===== config.mk =====
export PLATFORM = sky130hd
export DESIGN_NAME = layer_loader
export DESIGN_NICKNAME = d
export VERILOG_FILES = /design/src/rtl/layer_loader.sv
export SDC_FILE = /design/constraint.sdc
export NUM_CORES = 1
export LEC_CHECK = 0
export CORE_ASPECT_RATIO = 1.5
export CORE_MARGIN = 1
export CORE_UTILIZATION = 40
export DETAILED_ROUTE_END_ITERATION = 10
export HOLD_SLACK_MARGIN = 0.12
export PLACE_DENSITY = 0.66
export SLEW_MARGIN = 5
export SYNTH_ARGS = -nofsm -noshare
export SYNTH_HDL_FRONTEND = slang
export SYNTH_SLANG_ARGS = --single-unit

===== constraint.sdc =====
create_clock -name clk -period 4.1 [get_ports clk]
set_input_delay 0.82 -clock clk [delete_from_list [all_inputs] [get_ports clk]]
set_output_delay 0.82 -clock clk [all_outputs]
set_load 0.02 [all_outputs]

===== src/rtl/layer_loader.sv =====
// layer_loader: unpacks host words into image/conv/dense RAM writes via a 2-entry FIFO
//   clk, reset (sync, active-low)
//   ctrl_en/ctrl_data : control word ([31] start, [30] abort, [17:16] target, [15:0] length)
//   wr_en/wr_data     : payload word, wr_ready = FIFO not full
//   wren0..3/data0..3/image_ram_addr : image bank ports (bank k gets byte k)
//   wren_conv/data_conv/conv_ram_addr, wren_dense/data_dense/dense_ram_addr : parameter RAM ports
//   busy, done (one-cycle pulse), err (sticky)
module layer_loader #(
    parameter int IMG_AW     = 10,
    parameter int PAR_AW     = 15,
    parameter int FIFO_DEPTH = 2
) (
    input  logic              clk,
    input  logic              reset,
    input  logic              ctrl_en,
    input  logic [31:0]       ctrl_data,
    input  logic              wr_en,
    input  logic [31:0]       wr_data,
    output logic              wr_ready,
    output logic              wren0,
    output logic              wren1,
    output logic              wren2,
    output logic              wren3,
    output logic [7:0]        data0,
    output logic [7:0]        data1,
    output logic [7:0]        data2,
    output logic [7:0]        data3,
    output logic [IMG_AW-1:0] image_ram_addr,
    output logic              wren_conv,
    output logic              wren_dense,
    output logic [7:0]        data_conv,
    output logic [7:0]        data_dense,
    output logic [PAR_AW-1:0] conv_ram_addr,
    output logic [PAR_AW-1:0] dense_ram_addr,
    output logic              busy,
    output logic              done,
    output logic              err
);
    typedef enum logic [1:0] {IDLE, LOAD_IMG, LOAD_PAR} state_t;
    localparam logic [16:0] IMG_MAX = 17'(2**IMG_AW);
    localparam logic [16:0] PAR_MAX = 17'(2**PAR_AW);
    state_t state_q, state_d;
    logic [1:0]  tgt_q, tgt_d;
    logic [15:0] len_q, len_d, cnt_q, cnt_d, cnt_inc;
    logic        fin_q, fin_d;
    logic [1:0]  bidx_q, bidx_d;
    logic [1:0]  fcnt_q, fcnt_d;
    logic        wp_q, wp_d, rp_q, rp_d;
    logic [31:0] mem_q [FIFO_DEPTH];
    logic        img_we_q, img_we_d, conv_we_d, dense_we_d;
    logic [31:0] img_data_q, img_data_d;
    logic [7:0]  conv_data_d, dense_data_d, par_byte;
    logic [IMG_AW-1:0] img_addr_d;
    logic [PAR_AW-1:0] conv_addr_d, dense_addr_d;
    logic        done_d, err_d, ready_d, busy_d;
    logic        start, abort, c_ok, push, pop, avail, issue, last, flush;
    logic [1:0]  c_tgt;
    logic [15:0] c_len;
    logic [31:0] head;
    logic        unused_ctrl;
    assign unused_ctrl = ^ctrl_data[29:18];
    assign start   = ctrl_en && ctrl_data[31];
    assign abort   = ctrl_en && ctrl_data[30];
    assign c_tgt   = ctrl_data[17:16];
    assign c_len   = ctrl_data[15:0];
    assign c_ok    = (c_tgt == 2'd0) ? ({1'b0, c_len} <= IMG_MAX)
                                     : (c_tgt != 2'd3 && {1'b0, c_len} <= PAR_MAX);
    assign push    = wr_en && wr_ready && state_q != IDLE;
    // An empty FIFO forwards the incoming word so it reaches the RAM ports one edge after wr_en
    assign head    = (fcnt_q == 2'd0) ? wr_data : mem_q[rp_q];
    assign avail   = fcnt_q != 2'd0 || push;
    assign issue   = state_q != IDLE && !fin_q && avail && !abort;
    assign cnt_inc = cnt_q + 16'd1;
    assign last    = cnt_inc == len_q;
    assign par_byte = head[{bidx_q, 3'b000} +: 8];
    // A parameter word stays in the FIFO until its last used byte has been issued
    assign pop     = issue && (state_q == LOAD_IMG || bidx_q == 2'd3 || last);
    assign flush   = abort || fin_q;
    assign {wren3, wren2, wren1, wren0} = {4{img_we_q}};
    assign {data3, data2, data1, data0} = img_data_q;
    always_comb begin
        state_d      = state_q;
        tgt_d        = tgt_q;
        len_d        = len_q;
        cnt_d        = cnt_q;
        fin_d        = fin_q;
        bidx_d       = bidx_q;
        fcnt_d       = fcnt_q + 2'(push) - 2'(pop);
        wp_d         = wp_q ^ push;
        rp_d         = rp_q ^ pop;
        img_we_d     = 1'b0;
        conv_we_d    = 1'b0;
        dense_we_d   = 1'b0;
        img_data_d   = img_data_q;
        conv_data_d  = data_conv;
        dense_data_d = data_dense;
        img_addr_d   = image_ram_addr;
        conv_addr_d  = conv_ram_addr;
        dense_addr_d = dense_ram_addr;
        done_d       = 1'b0;
        err_d        = err;
        if (issue) begin
            cnt_d  = cnt_inc;
            fin_d  = last;
            bidx_d = pop ? 2'd0 : bidx_q + 2'd1;
            if (state_q == LOAD_IMG) begin
                img_we_d   = 1'b1;
                img_data_d = head;
                img_addr_d = cnt_q[IMG_AW-1:0];
            end else if (tgt_q == 2'd1) begin
                conv_we_d   = 1'b1;
                conv_data_d = par_byte;
                conv_addr_d = cnt_q[PAR_AW-1:0];
            end else begin
                dense_we_d   = 1'b1;
                dense_data_d = par_byte;
                dense_addr_d = cnt_q[PAR_AW-1:0];
            end
        end
        // fin_q marks the cycle after the final write: report done and drop leftover words
        if (flush) begin
            state_d = IDLE;
            fcnt_d  = 2'd0;
            wp_d    = 1'b0;
            rp_d    = 1'b0;
            bidx_d  = 2'd0;
            fin_d   = 1'b0;
            done_d  = !abort;
        end
        if (start && !abort) begin
            if (state_q != IDLE || !c_ok) begin
                err_d = 1'b1;
            end else begin
                tgt_d  = c_tgt;
                len_d  = c_len;
                cnt_d  = 16'd0;
                bidx_d = 2'd0;
                fin_d  = 1'b0;
                err_d  = 1'b0;
                img_addr_d   = (c_tgt == 2'd0) ? '0 : img_addr_d;
                conv_addr_d  = (c_tgt == 2'd1) ? '0 : conv_addr_d;
                dense_addr_d = (c_tgt == 2'd2) ? '0 : dense_addr_d;
                done_d  = c_len == 16'd0;
                state_d = (c_len == 16'd0) ? IDLE : (c_tgt == 2'd0) ? LOAD_IMG : LOAD_PAR;
            end
        end
        if (wr_en && (state_q == IDLE || !wr_ready)) err_d = 1'b1;
        ready_d = fcnt_d < 2'(FIFO_DEPTH);
        busy_d  = state_d != IDLE;
    end
    always_ff @(posedge clk) begin
        if (!reset) begin
            state_q        <= IDLE;
            tgt_q          <= 2'd0;
            len_q          <= 16'd0;
            cnt_q          <= 16'd0;
            fin_q          <= 1'b0;
            bidx_q         <= 2'd0;
            fcnt_q         <= 2'd0;
            wp_q           <= 1'b0;
            rp_q           <= 1'b0;
            img_we_q       <= 1'b0;
            img_data_q     <= 32'd0;
            image_ram_addr <= '0;
            wren_conv      <= 1'b0;
            wren_dense     <= 1'b0;
            data_conv      <= 8'd0;
            data_dense     <= 8'd0;
            conv_ram_addr  <= '0;
            dense_ram_addr <= '0;
            done           <= 1'b0;
            err            <= 1'b0;
            busy           <= 1'b0;
            wr_ready       <= 1'b1;
        end else begin
            state_q        <= state_d;
            tgt_q          <= tgt_d;
            len_q          <= len_d;
            cnt_q          <= cnt_d;
            fin_q          <= fin_d;
            bidx_q         <= bidx_d;
            fcnt_q         <= fcnt_d;
            wp_q           <= wp_d;
            rp_q           <= rp_d;
            img_we_q       <= img_we_d;
            img_data_q     <= img_data_d;
            image_ram_addr <= img_addr_d;
            wren_conv      <= conv_we_d;
            wren_dense     <= dense_we_d;
            data_conv      <= conv_data_d;
            data_dense     <= dense_data_d;
            conv_ram_addr  <= conv_addr_d;
            dense_ram_addr <= dense_addr_d;
            done           <= done_d;
            err            <= err_d;
            busy           <= busy_d;
            wr_ready       <= ready_d;
        end
    end
    always_ff @(posedge clk) begin
        if (push) mem_q[wp_q] <= wr_data;
    end
endmodule


Yosys cells after proc, flatten, opt, wreduce, memory -nomap -nowiden
Memories as Yosys holds them, arrays and structs flattened. A register that Yosys moved wholly into a read port is not among the register bits.
Cells that the tools add are included.
{ "totals": {"out_inout_bits": 98, "word_cells": 130, "ram_bits": 64, "reg_bits": 138, "input_bits": 68, "mem_count": 1} }
{ "memory_table": {"columns": ["memory", "depth", "word_bits", "read_ports", "rd_ports_with_merged_regs", "wr", "line", "source"], "rows": [
  ["mem_q", 2, 32, 1, 1, 1, "49", "logic [31:0] mem_q [FIFO_DEPTH];"]
]} }
{ "op_classes": {"n_lt_le_gt_ge": 3, "n_bitwise": 7, "n_reduce_logical": 36, "eq_ne": 7, "muxes": 49, "add_sub_neg": 4, "n_shift": 1} }
{ "op_table": {"columns": ["operator", "n"], "rows": [
  ["$mux 15", 12],
  ["$mux 10", 5],
  ["$mux 16", 3],
  ["$mux 32", 1],
  ["$shiftx 32x6->8", 1],
  ["$mux 2", 11],
  ["$mux 1", 17],
  ["$add 16x1->16 const B", 1],
  ["$eq 16x16->1", 1],
  ["$le 16x11->1 const B", 1],
  ["$le 16x16->1 const B", 1],
  ["$logic_not 16->1", 1],
  ["$logic_and 1x1->1", 11],
  ["$reduce_bool 2->1", 4],
  ["$eq 2x1->1 const B", 3],
  ["$logic_not 2->1", 3],
  ["$logic_or 1x1->1", 6],
  ["$reduce_and 2->1", 3],
  ["$reduce_and 3->1", 2],
  ["$not 1->1", 5],
  ["$eq 2x2->1 const B", 2],
  ["$logic_not 1->1", 4],
  ["$reduce_or 3->1", 1],
  ["$add 2x1->2", 1],
  ["other kinds (6)", 7]
]} }

Logic depth before layout (Yosys ltp)
{ "logic_depth": {"depth_word": 11, "depth_mapped": 15, "ltp_nobuf": 14} }

Least setup slack after synthesis
OpenSTA, ideal clock, no wires.
{ "synth_path": {"path_type": "input-to-reg", "start": "input ctrl_en", "end": "register wr_ready", "cell_stages": 13, "required_time_ns": 3.986, "arrival_ns": 3.176, "setup_slack_ns": 0.810, "cell_sequence": "a21oi_4 -> nor3b_4 -> nand4_1 -> or4_1 -> nor4_4 -> or2_4 -> ha_1 -> inv_1 -> ha_1 -> xnor2_1 -> xnor2_1 -> nor2b_1 -> inv_1"} }
{ "synth_between": {"elab_chain_cells": 7, "elab_cells_between_ends": 8, "classes_between": "add/sub: 1; order compare: 1; mux: 1; reduce/logical: 5"} }
{ "synth_rtl": {"columns": ["item", "line", "source"], "rows": [
  ["from (decl)", "15", "input logic ctrl_en,"],
  ["$logic_and 1x1->1 *", "63", "assign abort = ctrl_en && ctrl_data[30];"],
  ["$logic_not 1->1", "72", "assign issue = state_q != IDLE && !fin_q && avail && !abort;"],
  ["$logic_and 1x1->1", "72", null],
  ["$logic_and 1x1->1", "77", "assign pop = issue && (state_q == LOAD_IMG || bidx_q == 2'd3 || last);"],
  ["$sub 2x1->2", "88", "fcnt_d = fcnt_q + 2'(push) - 2'(pop);"],
  ["$mux 2 *", "121", "if (flush) begin"],
  ["$lt 2x2->1 *", "148", "ready_d = fcnt_d < 2'(FIFO_DEPTH);"],
  ["to (signal assigned)", "197", "wr_ready <= ready_d;"],
  ["to (decl)", "19", "output logic wr_ready,"]
]} }
Every way passes the cells marked *; elsewhere a longest branch is shown, timed or not.
A chain may end at the register's enable or synchronous reset.

Final worst setup path
{ "layout_path": {"start": "input wr_en", "end": "register wr_ready"} }
{ "layout_between": {"elab_chain_cells": 9, "elab_cells_between_ends": 10, "classes_between": "add/sub: 2; order compare: 1; mux: 1; reduce/logical: 6"} }
{ "layout_rtl": {"columns": ["item", "line", "source"], "rows": [
  ["from (decl)", "17", "input logic wr_en,"],
  ["$logic_and 1x1->1 * (2 in series)", "68", "assign push = wr_en && wr_ready && state_q != IDLE;"],
  ["parallel branches: the longest is 4 deep, another holds $add 2x1->2", null, null],
  ["$sub 2x1->2 *", "88", null],
  ["$mux 2 *", "121", null],
  ["$lt 2x2->1 *", "148", null]
]} }
Mark *: on every way between the ends.

==> run summary <==
Deepest clock path buffer count = 3
Overall global routing resource usage = 20.79%
Worst-Margin Slew = 1.024 ns
Area delta synth->final = 28.63%
Final Cycle Share = 83.57%
Hpwl dp = 15970 µm
Netlist cell types = 64
Clk Latency, worst-skew pair = 0.50 ns
Diode count = 0
Root Buffer = clkbuf_16
CP Launch Type = input pin
Num CTS Buffers = 20
Largest net degree at the start of global routing = 65
R2r startpoint = cnt_q[5]
Postcts setup bufs = 0
Async SR Flop Fraction = 0%
Vias = 6649
Fin Setup TNS = 0 ns
Post-route ant nets = 0
Worst R2R End = wr_ready
Crit path max fanout = 4
Initial DRT Pass Iterations = 5
Starting density of the core = 41.26%
Critical path class = input pin to flop
Top-level port count = 166
Drc violations = 0
CP required = 4.48 ns
R2R Setup Slk = 0.68 ns
# resized after CTS = 0
Die Area = 0.02183 mm²
Max_cap viols = 0
Final Wtd Congestion = 0.8459
Nature of the critical path endpoint = flop
Worst Path Arrival = 3.81 ns
Reg2Reg Depth = 13
Hold path cells = 2
CTS tree = built
Pwr dens = 373.8 mW/mm²
Hold Path Sink = conv_ram_addr[9]
Synth Flop Type = dfxtp_1
Mapped Cells = 882
Synthesized area = 0.008492 mm²
Flops & latches, synth = 202
Peak VDD IR = 345.3 µV
Syn Area/Cell = 9.628 µm²
First-pass GRT wire length = 35360 µm
Sequential fraction of the synthesis area = 55.16%
Cell Rows = 64
Synth warnings = 0
Final setup violation count = 0
Outcome = finished, final reports clean
Fmax = 291.8 MHz
Fraction of layout cells with a size suffix above 1 = 8.027%
Post-synth top area cell = dfxtp_1
Hold Path Class = flop to flop
Max Transition Viols Final = 0
Routed WL = 22270 µm
Core Region = 0.02058 mm²
DP Worst Slack = 0.1347 ns
Synth Net Count = 956
Synth top area cells = dfxtp_1, edfxtp_1, nor2_1
P_leak = 3.812 nW
Iter 0 DRT Violations = 404
Min-Delay Startpoint = conv_ram_addr[9]
Die width = 121.0 µm
Unrepaired setup endpoints after global routing = no
Per-cell routed wire length = 17.16 µm
Port Buf Inserts = 153
Fin. Hold Viols = 0
Period minus WS final = 3.427 ns
Clock sink count = 202
Clock slew seen by the registers of the worst setup and hold paths = 0.06 ns
Vias per cell = 5.122
PnR worst setup slack = 0.6735 ns
Skew final = 0.01964 ns
Cts hold-fix bufs = 0
DIE HEIGHT = 180.5 µm
Initial antenna violation count = 0
Gr ovfl total = 0
Max_slew headroom = 31.70%
Nets = 1094
Synth top area share = 32.53%
H-tree depth = 1
Vias in the first global route = 6478
Number of enable flip-flop cells after synthesis = 64
-- report_power, final --
part           internal [W]  switching [W]  leakage (nW)
clock network       0.00107       0.000746         0.317
registers           0.00207     0.00000634          1.69
logic             0.0000869       0.000102          1.81
total               0.00323       0.000855          3.81
-- per-layer routing --
metal / vias up / wire length (µm) / global-route usage (%)
met1: 3156 / 8583 / 23.47
li1: 3298 / - / -
met4: 0 / 497 / 5.679
met3: 27 / 1548 / 4.937
met2: 168 / 11640 / 38.26
met5: - / 0 / 0
-- state kept, by name, summed over array words and instances (netlist names), 2 cells and up --
register        count
bidx_q              2
cnt_q              16
conv_ram_addr      15
data_conv           8
data_dense          8
dense_ram_addr     15
fcnt_q              2
image_ram_addr     10
img_data_q         32
len_q              16
mem_q              64
state_q             2
tgt_q               2
-- cell usage after synthesis (all sizes together), types with 5 or more instances --
library cell	instances
nor2	179
dfxtp	138
a21oi	127
nand2	107
edfxtp	64
mux2i	50
clkbuf	35
buf	27
xnor2	21
xor2	13
inv	12
nand3	11
nor3	10
mux4	8
nand4	7
nor4	7
o21ai	7
ha	6
or3	5
-- logic make-up (layout without fill, tap and decap cells) --
family / after synthesis / count (layout) / synth area share (%)
adder cells (fa/ha/maj): 6 / 6 / 0.8840
flip-flops: 202 / 202 / 55.16
buffers and inverters: 74 / 226 / 3.816
multiplexers: 59 / 59 / 8.148
AO/OA/AOI/OAI: 153 / 153 / 9.990
AND/OR/NAND/NOR: 354 / 354 / 18.49
XOR/XNOR: 34 / 34 / 3.507
-- cell type report --
class	instances	area [µm²]
Fill cell	1893	9657
Clock buffer	30	558.0
Timing Repair Buffer	178	1719
Multi-Input combinational cell	606	3493
Sequential cell	202	4686
Clock inverter	6	91.34
Inverter	12	45.04
Tap cell	264	330.3
-- per-stage QoR --
stage,instance area [µm²],power (W),utilization (%),instances,hold WS [ns]
2_1_floorplan,8492,0.002202,-,882,0.4364
3_3_place_gp,10270,0.002309,49.92,1262,0.4414
3_5_place_dp,10270,0.002311,49.92,1262,0.4484
4_1_cts,10920,0.004135,53.08,1298,0.4552
5_1_grt,10920,0.004220,53.08,1298,0.4745
6_report,10920,0.004083,53.08,1298,0.4544
-- cells in the final DEF, fill, tap and decap left out, drive strengths merged, types with 6 or more instances in the layout --
cell and n:
nor2 179, clkdlybuf4s50 153, dfxtp 138, a21oi 127, nand2 107, edfxtp 64
mux2i 50, clkbuf 30, buf 25, xnor2 21, xor2 13, inv 12
nand3 11, nor3 10, mux4 8, nand4 7, nor4 7, o21ai 7
ha 6
-- worst max-delay path by stage --
stage                        from        to  depth (start not counted)
final                       wr_en  wr_ready                         14
after detailed placement    wr_en  wr_ready                         14
after global routing        wr_en  wr_ready                         14
after CTS                   wr_en  wr_ready                         14
after global placement      wr_en  wr_ready                         14
after floorplan           ctrl_en  wr_ready                         13
-- worst max-delay path, cell delays in order --
cell and delay [ns]:
clkdlybuf4s50_1 0.50, a211oi_1 0.18, nor3b_4 0.25, nand4_1 0.11, or4_1 0.59, nor4_4 0.30, or2_4 0.19, ha_1 0.22
inv_1 0.06, ha_1 0.14, xnor2_1 0.13, xnor2_1 0.13, nor2b_1 0.17, inv_1 0.05
(Power assumes the default switching activity.)
